--- src/rtl/grant_lock.sv ---
// grant_lock
// Registered grant-holding stage placed right after a combinational
// fixed-priority arbiter. It captures the arbiter's grant, keeps it with a
// single owner for several cycles and releases it in one of three cases:
// the owner signals completion, the owner drops its request, or the hold
// limit runs out.
//
// Ports:
//   clk        rising-edge clock
//   reset      asynchronous, active-high reset
//   req_i      raw request vector (same vector the arbiter sees)
//   arb_gnt_i  arbiter grant, one-hot or zero, bit 0 highest priority
//   done_i     owner finished; only looked at while a grant is held
//   gnt_o      registered one-hot locked grant, zero when idle
//   gnt_id_o   binary index of the owner, zero when idle
//   busy_o     high while a grant is held
//   timeout_o  one-cycle pulse after a forced release by the hold limit
module grant_lock #(
  parameter int NUM_PORTS = 4,
  parameter int MAX_HOLD  = 8,
  parameter int ID_W      = $clog2(NUM_PORTS)
) (
  input  logic                 clk,
  input  logic                 reset,
  input  logic [NUM_PORTS-1:0] req_i,
  input  logic [NUM_PORTS-1:0] arb_gnt_i,
  input  logic                 done_i,
  output logic [NUM_PORTS-1:0] gnt_o,
  output logic [ID_W-1:0]      gnt_id_o,
  output logic                 busy_o,
  output logic                 timeout_o
);

  // Counter only needs to reach MAX_HOLD-1, so it can never wrap.
  localparam int CNT_W = $clog2(MAX_HOLD + 1);

  typedef enum logic {
    IDLE,
    OWNED
  } state_t;

  state_t                 state_reg;
  logic [NUM_PORTS-1:0]   gnt_reg;
  logic [ID_W-1:0]        id_reg;
  logic [CNT_W-1:0]       cnt_reg;
  logic                   busy_reg;
  logic                   timeout_reg;

  logic [NUM_PORTS-1:0]   lock_mask;
  logic [ID_W-1:0]        lock_id;
  logic                   owner_req;
  logic                   hold_expired;
  logic                   release_now;
  logic                   force_release;

  // Keep only the lowest set bit of the arbiter grant, so a malformed
  // multi-hot grant still produces a one-hot lock.
  generate
    for (genvar gi = 0; gi < NUM_PORTS; gi++) begin : g_low
      if (gi == 0) begin : g_first
        assign lock_mask[gi] = arb_gnt_i[gi];
      end else begin : g_rest
        assign lock_mask[gi] = arb_gnt_i[gi] & ~(|arb_gnt_i[gi-1:0]);
      end
    end
  endgenerate

  always_comb begin
    lock_id = '0;
    for (int i = 0; i < NUM_PORTS; i++) begin
      if (lock_mask[i]) begin
        lock_id = ID_W'(i);
      end
    end
  end

  // Owner still requesting: the held grant is one-hot, so masking the
  // request vector with it selects the owner's request bit.
  assign owner_req     = |(req_i & gnt_reg);
  assign hold_expired  = (cnt_reg == CNT_W'(MAX_HOLD - 1));
  assign release_now   = done_i | ~owner_req | hold_expired;
  // Timeout only when neither completion nor request drop explains the release.
  assign force_release = ~done_i & owner_req & hold_expired;

  always_ff @(posedge clk or posedge reset) begin
    if (reset) begin
      state_reg   <= IDLE;
      gnt_reg     <= '0;
      id_reg      <= '0;
      cnt_reg     <= '0;
      busy_reg    <= 1'b0;
      timeout_reg <= 1'b0;
    end else begin
      timeout_reg <= 1'b0;
      case (state_reg)
        IDLE: begin
          if (|arb_gnt_i) begin
            state_reg <= OWNED;
            gnt_reg   <= lock_mask;
            id_reg    <= lock_id;
            cnt_reg   <= '0;
            busy_reg  <= 1'b1;
          end
        end
        OWNED: begin
          // arb_gnt_i is ignored here: no preemption while owned.
          if (release_now) begin
            // Returning to IDLE costs one bubble cycle before the next lock.
            state_reg   <= IDLE;
            gnt_reg     <= '0;
            id_reg      <= '0;
            cnt_reg     <= '0;
            busy_reg    <= 1'b0;
            timeout_reg <= force_release;
          end else begin
            cnt_reg <= cnt_reg + CNT_W'(1);
          end
        end
      endcase
    end
  end

  assign gnt_o     = gnt_reg;
  assign gnt_id_o  = id_reg;
  assign busy_o    = busy_reg;
  assign timeout_o = timeout_reg;

endmodule

--- config.mk ---
export PLATFORM = sky130hd
export DESIGN_NAME = grant_lock
export DESIGN_NICKNAME = d
export VERILOG_FILES = /design/src/rtl/grant_lock.sv
export SDC_FILE = /design/constraint.sdc
export NUM_CORES = 1
export LEC_CHECK = 0
export ABC_AREA = 0
export CAP_MARGIN = 10
export CORE_MARGIN = 2
export CORE_UTILIZATION = 35
export CTS_BUF_LIST = sky130_fd_sc_hd__clkbuf_16
export CTS_CLUSTER_SIZE = 20
export DETAILED_ROUTE_END_ITERATION = 6
export PLACE_DENSITY = 0.65
export SETUP_SLACK_MARGIN = 0.15
export SYNTH_ARGS = -nofsm -noshare
export SYNTH_HDL_FRONTEND = slang
export SYNTH_SLANG_ARGS = --single-unit
--- constraint.sdc ---
create_clock -name clk -period 3.7 [get_ports clk]
set_clock_uncertainty 0.05 [all_clocks]
set_input_delay 0.555 -clock clk [delete_from_list [all_inputs] [get_ports clk]]
set_output_delay 0.555 -clock clk [all_outputs]
set_load 0.01 [all_outputs]
After elaboration in Yosys (flattened, before gate mapping)
Cells that the tools add are included.
{"block": "classes", "n_addsub": 1, "n_reduce_logical": 5, "bitwise_logic": 14, "n_eq_ne": 3, "n_mux": 20}
{"op": "4-bit two-way mux", "n": 4}
{"op": "4-bit case mux with 2 select lines", "n": 2}
{"op": "2-bit two-way mux", "n": 4}
{"op": "4-bit OR reduction", "n": 2}
{"op": "1-bit two-way mux", "n": 7}
{"op": "1-bit NOT", "n": 6}
{"op": "1-bit bitwise AND", "n": 5}
{"op": "4-bit by 1-bit adder with 4-bit output, second input constant", "n": 1}
{"op": "4-bit bitwise AND", "n": 1}
{"op": "4-bit by 3-bit equality test with 1-bit output, second input constant", "n": 1}
{"op": "1-bit case mux with 2 select lines", "n": 2}
{"op": "2-bit case mux with 2 select lines", "n": 1}
{"op": "3-bit OR reduction", "n": 1}
{"op": "2-bit by 1-bit != test with 1-bit output, second input constant", "n": 1}
{"op": "2-bit != test, second input constant", "n": 1}
{"op": "1-bit bitwise OR", "n": 2}
{"op": "2-bit AND reduction", "n": 1}
{"op": "2-bit OR reduction", "n": 1}
{"block": "word_totals", "in_bits": 11, "wordCells": 49, "reg_bits": 13, "output_inout_bits": 8}

Depth between registers and ports, before layout
Gate-level depths: netlist (run 1).
{"block": "logic_depth", "word_depth": 7, "ltp_mapped": 6, "depth_no_buf": 5}

Worst setup path before layout (run 1)
No wires, ideal clock.
{"block": "synth_timing", "path_kind": "register to register", "startpoint": "register cnt_reg[0]", "endpoint": "register busy_reg (netlist: busy_o)", "n_path_buf": 1, "synth_period_minus_slack_ns": 1.674, "arrival_ns": 1.551, "path_stages_with_launch": 7, "path_slack_ns": 2.026, "cell_sequence": "dfrtp_1 ha_1 and3b_1 a2111oi_4 buf_6 nand2_2 a21oi_2"}
{"block": "synth_via", "elab_chain_cells": 4}
{"element": "start: declaration", "line_no": "45", "source": "logic [CNT_W-1:0] cnt_reg;"}
{"element": "start signal: assignment", "line_no": "116", "source": "cnt_reg <= cnt_reg + CNT_W'(1);"}
{"element": "4-bit by 3-bit equality test with 1-bit output", "line_no": "80", "source": "assign hold_expired = (cnt_reg == CNT_W'(MAX_HOLD - 1));"}
{"element": "1-bit bitwise OR", "line_no": "81", "source": "assign release_now = done_i | ~owner_req | hold_expired;"}
{"element": "2-bit by 1-bit != test with 1-bit output (no source line)"}
{"element": "2-bit AND reduction (no source line)"}
{"element": "end signal: assignment", "line_no": "91", "source": "busy_reg <= 1'b0;"}
{"element": "end signal: assignment", "line_no": "102", "source": "busy_reg <= 1'b1;"}
{"element": "end signal: assignment", "line_no": "113", "source": "busy_reg <= 1'b0;"}
{"element": "end: declaration", "line_no": "46", "source": "logic busy_reg;"}
Every way passes these cells.
A chain may end at the register's enable or synchronous reset.

Worst setup path after layout (run 1)
{"block": "layout_timing", "startpoint": "input port req_i[2]", "endpoint": "register cnt_reg[2]"}
{"block": "layout_via", "elab_chain_cells": 7}
{"element": "start: declaration", "line_no": "25", "source": "input logic [NUM_PORTS-1:0] req_i,"}
{"element": "4-bit bitwise AND", "line_no": "79", "source": "assign owner_req = |(req_i & gnt_reg);"}
{"element": "4-bit OR reduction", "line_no": "79"}
{"element": "1-bit NOT", "line_no": "81"}
{"element": "1-bit bitwise OR (2 in series)", "line_no": "81"}
{"element": "4-bit two-way mux", "line_no": "107", "source": "if (release_now) begin"}
{"element": "4-bit case mux with 2 select lines", "line_no": "95", "source": "case (state_reg)"}
Every way passes these cells.

==> results of run 1 <==
synth_stat cells (2+ instances only):
cell type,count,share of area
a21oi_1,2,0.015
a22o_1,2,0.027
a22oi_1,2,0.023
dfrtp_1,13,0.50
inv_1,4,0.023
nand2_1,9,0.052
nor2_1,8,0.046
nor3_1,3,0.023
o21ai_1,5,0.039
metrics by stage:
stage          cells  utilization  setup slack, ns
2_1_floorplan     67            -             2.03
3_3_place_gp     108        0.490             1.38
3_5_place_dp     108        0.490             1.33
4_1_cts          112        0.536             1.57
5_1_grt          112        0.536             1.41
6_report         112        0.536             1.60
critical path: cells and delay by family:
| kind | cells | cell delay [ns] |
|---|---|---|
| buffers and inverters | 1 | 0.45 |
| AO/OA/AOI/OAI | 4 | 1.21 |
routing by layer:
| layer | vias up | part of all wire |
|---|---|---|
| li1 | 272 | - |
| met1 | 262 | 0.49 |
| met2 | 21 | 0.43 |
| met3 | 2 | 0.068 |
| met4 | 0 | 0.014 |
| met5 | - | 0 |
cell usage in the layout, fill, tap and decap left out, types with 2 or more instances in the layout:
master,count
clkdlybuf4s50_1,18
dfrtp_1,13
nand2_1,9
nor2_1,8
inv_1,5
o21ai_1,5
nor3_1,3
clkbuf_16,3
a22oi_1,2
a22o_1,2
a21oi_1,2
worst paths after layout:
check	start	to	slack [ns]	depth (start not counted)
max	req_i[2]	cnt_reg[2]	1.60	5
min	gnt_id_o[1]	gnt_id_o[1]	0.46	2
max reg2reg	cnt_reg[0]	cnt_reg[2]	1.67	5
min reg2reg	gnt_id_o[1]	gnt_id_o[1]	0.46	2
max in group asynchronous	reset	cnt_reg[0]	2.65	2
min in group asynchronous	reset	gnt_o[3]	0.60	2
logic make-up (layout without fill, tap and decap cells):
family | count (synthesis) | count (layout) | synth area share
AOI/OAI and AO/OA | 17 | 17 | 0.200
adders and majority gates | 1 | 1 | 0.0193
buffers and inverters | 6 | 26 | 0.0462
DFF | 13 | 13 | 0.501
muxes | 1 | 1 | 0.0173
and+or+nand+nor | 29 | 29 | 0.216
power groups by stage:
stage               clock [uW]  combinational [uW]  sequential [uW]
global route               214                 128              200
global placement             0                 117              197
floorplan                    0                70.3              191
finish                     203                 118              196
CTS                        206                 119              196
detailed placement           0                 118              198
cell type report:
type                    count  area share
flip-flops and latches     13       0.352
multi-input cells          48       0.318
repair buffers             18       0.195
clock buffers               3      0.0812
well taps                  25      0.0338
inverters                   4      0.0162
clock inverters             1     0.00406
==> impl_results.md, run 1 <==
- Hold WC Path Type: register to register
- Crit Path Max Fanout: 14
- Flops & latches, synth: 13
- Root Buffer: clkbuf_16
- Sequential area share after synthesis: 0.501
- Area of the core: 1730 um^2
- Antenna Nets Post-Route: 0
- Antenna Cells: 0
- Post-Synthesis Cells: 67
- Hold-fix buffers, CTS: 0
- Setup TNS: 0 ns
- Drt drc: 0
- Cell Chain, Critical Path: clkdlybuf4s50_1 > a22oi_1 > a2111oi_4 > a21oi_1 > a31oi_1
- Max VDD drop: approximately 0.00044 V
- Routed len/inst: 12.5 um
- Initial antenna violation count: 0
- Final setup viols: 0
- CTS tree: built
- NumNets Final: 100
- Initial DRC count: 7
- Post-layout power: 517 uW
- Row Count: 15
- Critical path type: input pin to register
- Initial core utilization: 0.376
- Relative slew slack: 0.494
- CTS resizes: 0
- Syn Nets: 79
- Power Internal: 372 uW
- Top-level I/O count: 19
- Met2 Use GR: 0.211
- Routed wire length: between 1 and 1.5 mm
- Net Sw Power: 145 uW
- Pleak: between 0.0004 and 0.0005 uW
- Max-cap violations: 0
- Sequential power share: 0.379
- Hold_ws: between 0.4 and 0.5 ns
- CP endpoint kind: register
- Clock share of power: 0.393
- CTS max path bufs: 2
- CP required: 3.81 ns
- Hold Fails Final Rpt: 0
- Post-synthesis instance area: 649 um^2
- Final Slew Violations: 0
- Storage cell area: roughly 330 um^2
- Fin crit share: 0.568
- Largest net degree at the start of global routing: 15
- Average cell area after synthesis: around 9.7 um^2
- Number of flops mapped to enable cells by yosys: 0
- Chip Height: 47.1 um
- Num CTS Buffers: 3
- Minimum clock period: 2.10 ns
- Multi-input gate area: approximately 290 um^2
- Worst-skew pair later-pin latency: 0.24 ns
- DR vias: 557
- Vias in the first global route: 488
- Peak Freq: 476 MHz
- Gr ovfl total: 0
- Final Instance Area: ~900 um^2
- # fillers: between 150 and 200
- Crit path DAT: 2.21 ns
- Crit path max-delay cell type: a2111oi_4
- HPWL after detailed placement: 965 um
- GPL Wtd Cong: 0.788
- Sw Share: 0.280
- PwrDens: ~560 nW/um^2
- GRT Util Overall: 0.148
- Cell area after placement: between 800 and 900 um^2
- Yosys warns: 0
- Startpoint Class: input pin
- CTS H-Tree Depth: 1
- RSZ-0062 raised after global routing: false
- Clock sink count: 13
- GRT met1 Usage: 0.188
- Die X: 47.1 um
- GRT busiest layer: met2
- Main synth FF type: dfrtp_1
- First-pass GRT wire length: 2.20 mm
- Tightest Pin Transition: 0.759 ns
- Comb pwr share: 0.228
- DR vias/cell: between 4 and 5
- Worst-path clk slew: 0.05 ns
- Status: finished, final reports clean
- Share of cells above drive strength 1: 0.0920
- CP peak stage delay: ~0.77 ns
- Met3 Resource Use GR: 0.0731
- 1st-pass router iterations: 4
- Ys async rst share: 1.00
- Setup bufs post-CTS: 0
- Buffers on Ports: 18
- Die ar.: around 2200 um^2
- Area Overhead vs Synth: 42.4%
- Distinct cell type count after synthesis: 28
No activity file was read; power rests on OpenSTA's default activity.
==> run 2: changes to the inputs <==
Clock period 3.7 ns to 2.2 ns, I/O delays scaled along.
==> impl_results.md, run 2 (synthesized netlist as in run 1, its figures left out) <==
- Routed len/inst: 11.5 um (-7.8%)
- Drt drc: 0 (unchanged)
- GPL Wtd Cong: 0.800 (+1.5%)
- Buf/Inv on CP: 1 (unchanged)
- GRT Util Overall: 0.136 (-0.0119)
- Die X: 47.1 um (unchanged)
- Hold-fix buffers, CTS: 0 (unchanged)
- Die ar.: 2220 um^2 (unchanged)
- Worst-skew pair later-pin latency: 0.24 ns (about the same)
- Largest net degree at the start of global routing: 15 (unchanged)
- 1st-pass router iterations: 4 (unchanged)
- Hold_ws: 0.371 ns (-0.0885 ns)
- Final setup viols: 0 (unchanged)
- Antenna Cells: 0 (unchanged)
- Tightest Pin Transition: 0.485 ns (-0.274 ns)
- Buffers on Ports: 18 (unchanged)
- Clock share of power: 0.385 (-0.008)
- Minimum clock period: 1.76 ns
- Net Sw Power: 235 uW (+62%)
- Routed wire length: 1.30 mm (-7.0%)
- Relative slew slack: 0.677 (+0.183)
- Commonest non-fill, non-tap cells in the layout: clkdlybuf4s50_1 (18), dfrtp_1 (13), nand2_1 (9)
- Crit Path Max Fanout: 14 (unchanged)
- Fin crit share: 0.801
- Critical path type: register to register
- Setup TNS: 0 ns (unchanged)
- # fillers: 170 (-1.2%)
- CTS tree: built
- Vias in the first global route: 506 (+3.7%)
- Top-level I/O count: 19 (unchanged)
- Sequential power share: 0.382 (+0.003)
- Final Slew Violations: 0 (unchanged)
- CTS H-Tree Depth: 1 (unchanged)
- PwrDens: 926 nW/um^2 (+66%)
- RSZ-0062 raised after global routing: false
- Max VDD drop: 0.000553 V (+26%)
- Hold WC Path Type: input pin to async pin
- Root Buffer: clkbuf_16
- Antenna Nets Post-Route: 0 (unchanged)
- Setup bufs post-CTS: 0 (unchanged)
- Area of the core: 1730 um^2 (unchanged)
- Worst slack, placed: 0.302 ns (-1.03 ns)
- FF-to-FF path depth: 6 (+1)
- CP peak stage delay: 0.39 ns (-0.38 ns)
- Area Overhead vs Synth: 43.5%
- Num CTS Buffers: 3 (unchanged)
- Worst-path clk slew: 0.04 ns (about the same)
- Chip Height: 47.1 um (unchanged)
- Pleak: 0.000431 uW (+1.3%)
- DR vias: 550 (-1.3%)
- Status: finished, final reports clean
- Crit path DAT: 1.89 ns (-0.32 ns)
- Gr ovfl total: 0 (unchanged)
- Max-cap violations: 0 (unchanged)
- CP required: 2.33 ns (-1.48 ns)
- Stages on the worst setup path: 6 (+1)
- Commonest non-fill, non-tap cell in the layout: clkdlybuf4s50_1
- Share of cells above drive strength 1: 0.102 (+0.0103)
- Startpoint Class: register
- Sw Share: 0.272 (-0.00831)
- Initial DRC count: 10 (+3)
- Cell Chain, Critical Path: ha_1 > and3b_1 > a2111oi_4 > buf_4 > a21o_1 > a22o_1
- DR vias/cell: 4.87 (-2.1%)
- Power Internal: 628 uW (+69%)
- Clock sink count: 13 (unchanged)
- Crit path max-delay cell type: dfrtp_1
- CP endpoint kind: register
- Cell family with most CP delay: compound AO/OA/AOI/OAI gates
- Comb pwr share: 0.233 (+0.005)
- CTS resizes: 0 (unchanged)
- Initial core utilization: 0.376 (unchanged)
- Initial antenna violation count: 0 (unchanged)
- Row Count: 15 (unchanged)
- HPWL after detailed placement: 980 um (+1.5%)
- First-pass GRT wire length: 2.08 mm (-5.7%)
- Peak Freq: 567 MHz
- NumNets Final: 101 (+1.0%)
- PnR worst setup slack: 0.438 ns (-1.16 ns)
- Hold Fails Final Rpt: 0 (unchanged)
- CTS max path bufs: 2 (unchanged)
[run 2: power by group through the flow]
| stage | registers, uW | logic (uW) | clock network, uW |
|---|---|---|---|
| after global placement | 331 | 200 | 0 |
| after CTS | 330 | 203 | 343 |
| after global routing | 336 | 221 | 348 |
| final | 330 | 201 | 333 |
| after detailed placement | 333 | 203 | 0 |
| after floorplan | 321 | 118 | 0 |
[run 2: layout make-up]
type / count / area [um^2] / share of cell area
tap: 25 / 31.3 / 0.0336
clock buffer: 3 / 75.1 / 0.0805
inverter: 4 / 15.0 / 0.0161
clock inverter: 1 / 3.75 / 0.00403
sequential: 13 / 325 / 0.349
timing repair buffer: 19 / 188 / 0.201
multi-input combinational: 48 / 294 / 0.315
[run 2: per-stage QoR]
step                      instances  total power, uW  instance area (um^2)  utilization
after floorplan                  67              439                   649            -
after global placement          109              532                   853        0.494
after detailed placement        109              536                   853        0.494
after CTS                       113              877                   932        0.540
after global routing            113              905                   932        0.540
final                           113              863                   932        0.540
[run 2: final timing paths]
| path | start | to | slack (ns) |
|---|---|---|---|
| worst max-delay path | cnt_reg[0] | cnt_reg[3] | 0.44 |
| worst min-delay path | reset | gnt_o[2] | 0.37 |
| worst max register to register | cnt_reg[0] | cnt_reg[3] | 0.44 |
| worst min register to register | gnt_id_o[1] | gnt_id_o[1] | 0.47 |
| max in group asynchronous | reset | cnt_reg[0] | 1.40 |
| min in group clk | gnt_id_o[1] | gnt_id_o[1] | 0.47 |
[run 2: per-layer routing]
| metal | wire [um] | GRT usage | part of all wire | vias up |
|---|---|---|---|---|
| met5 | 0 | 0 | 0 | - |
| met4 | 0 | 0.0667 | 0 | 0 |
| met3 | 65 | 0.0346 | 0.050 | 0 |
| met2 | 569 | 0.197 | 0.44 | 15 |
| met1 | 663 | 0.188 | 0.51 | 260 |
| li1 | - | - | - | 275 |
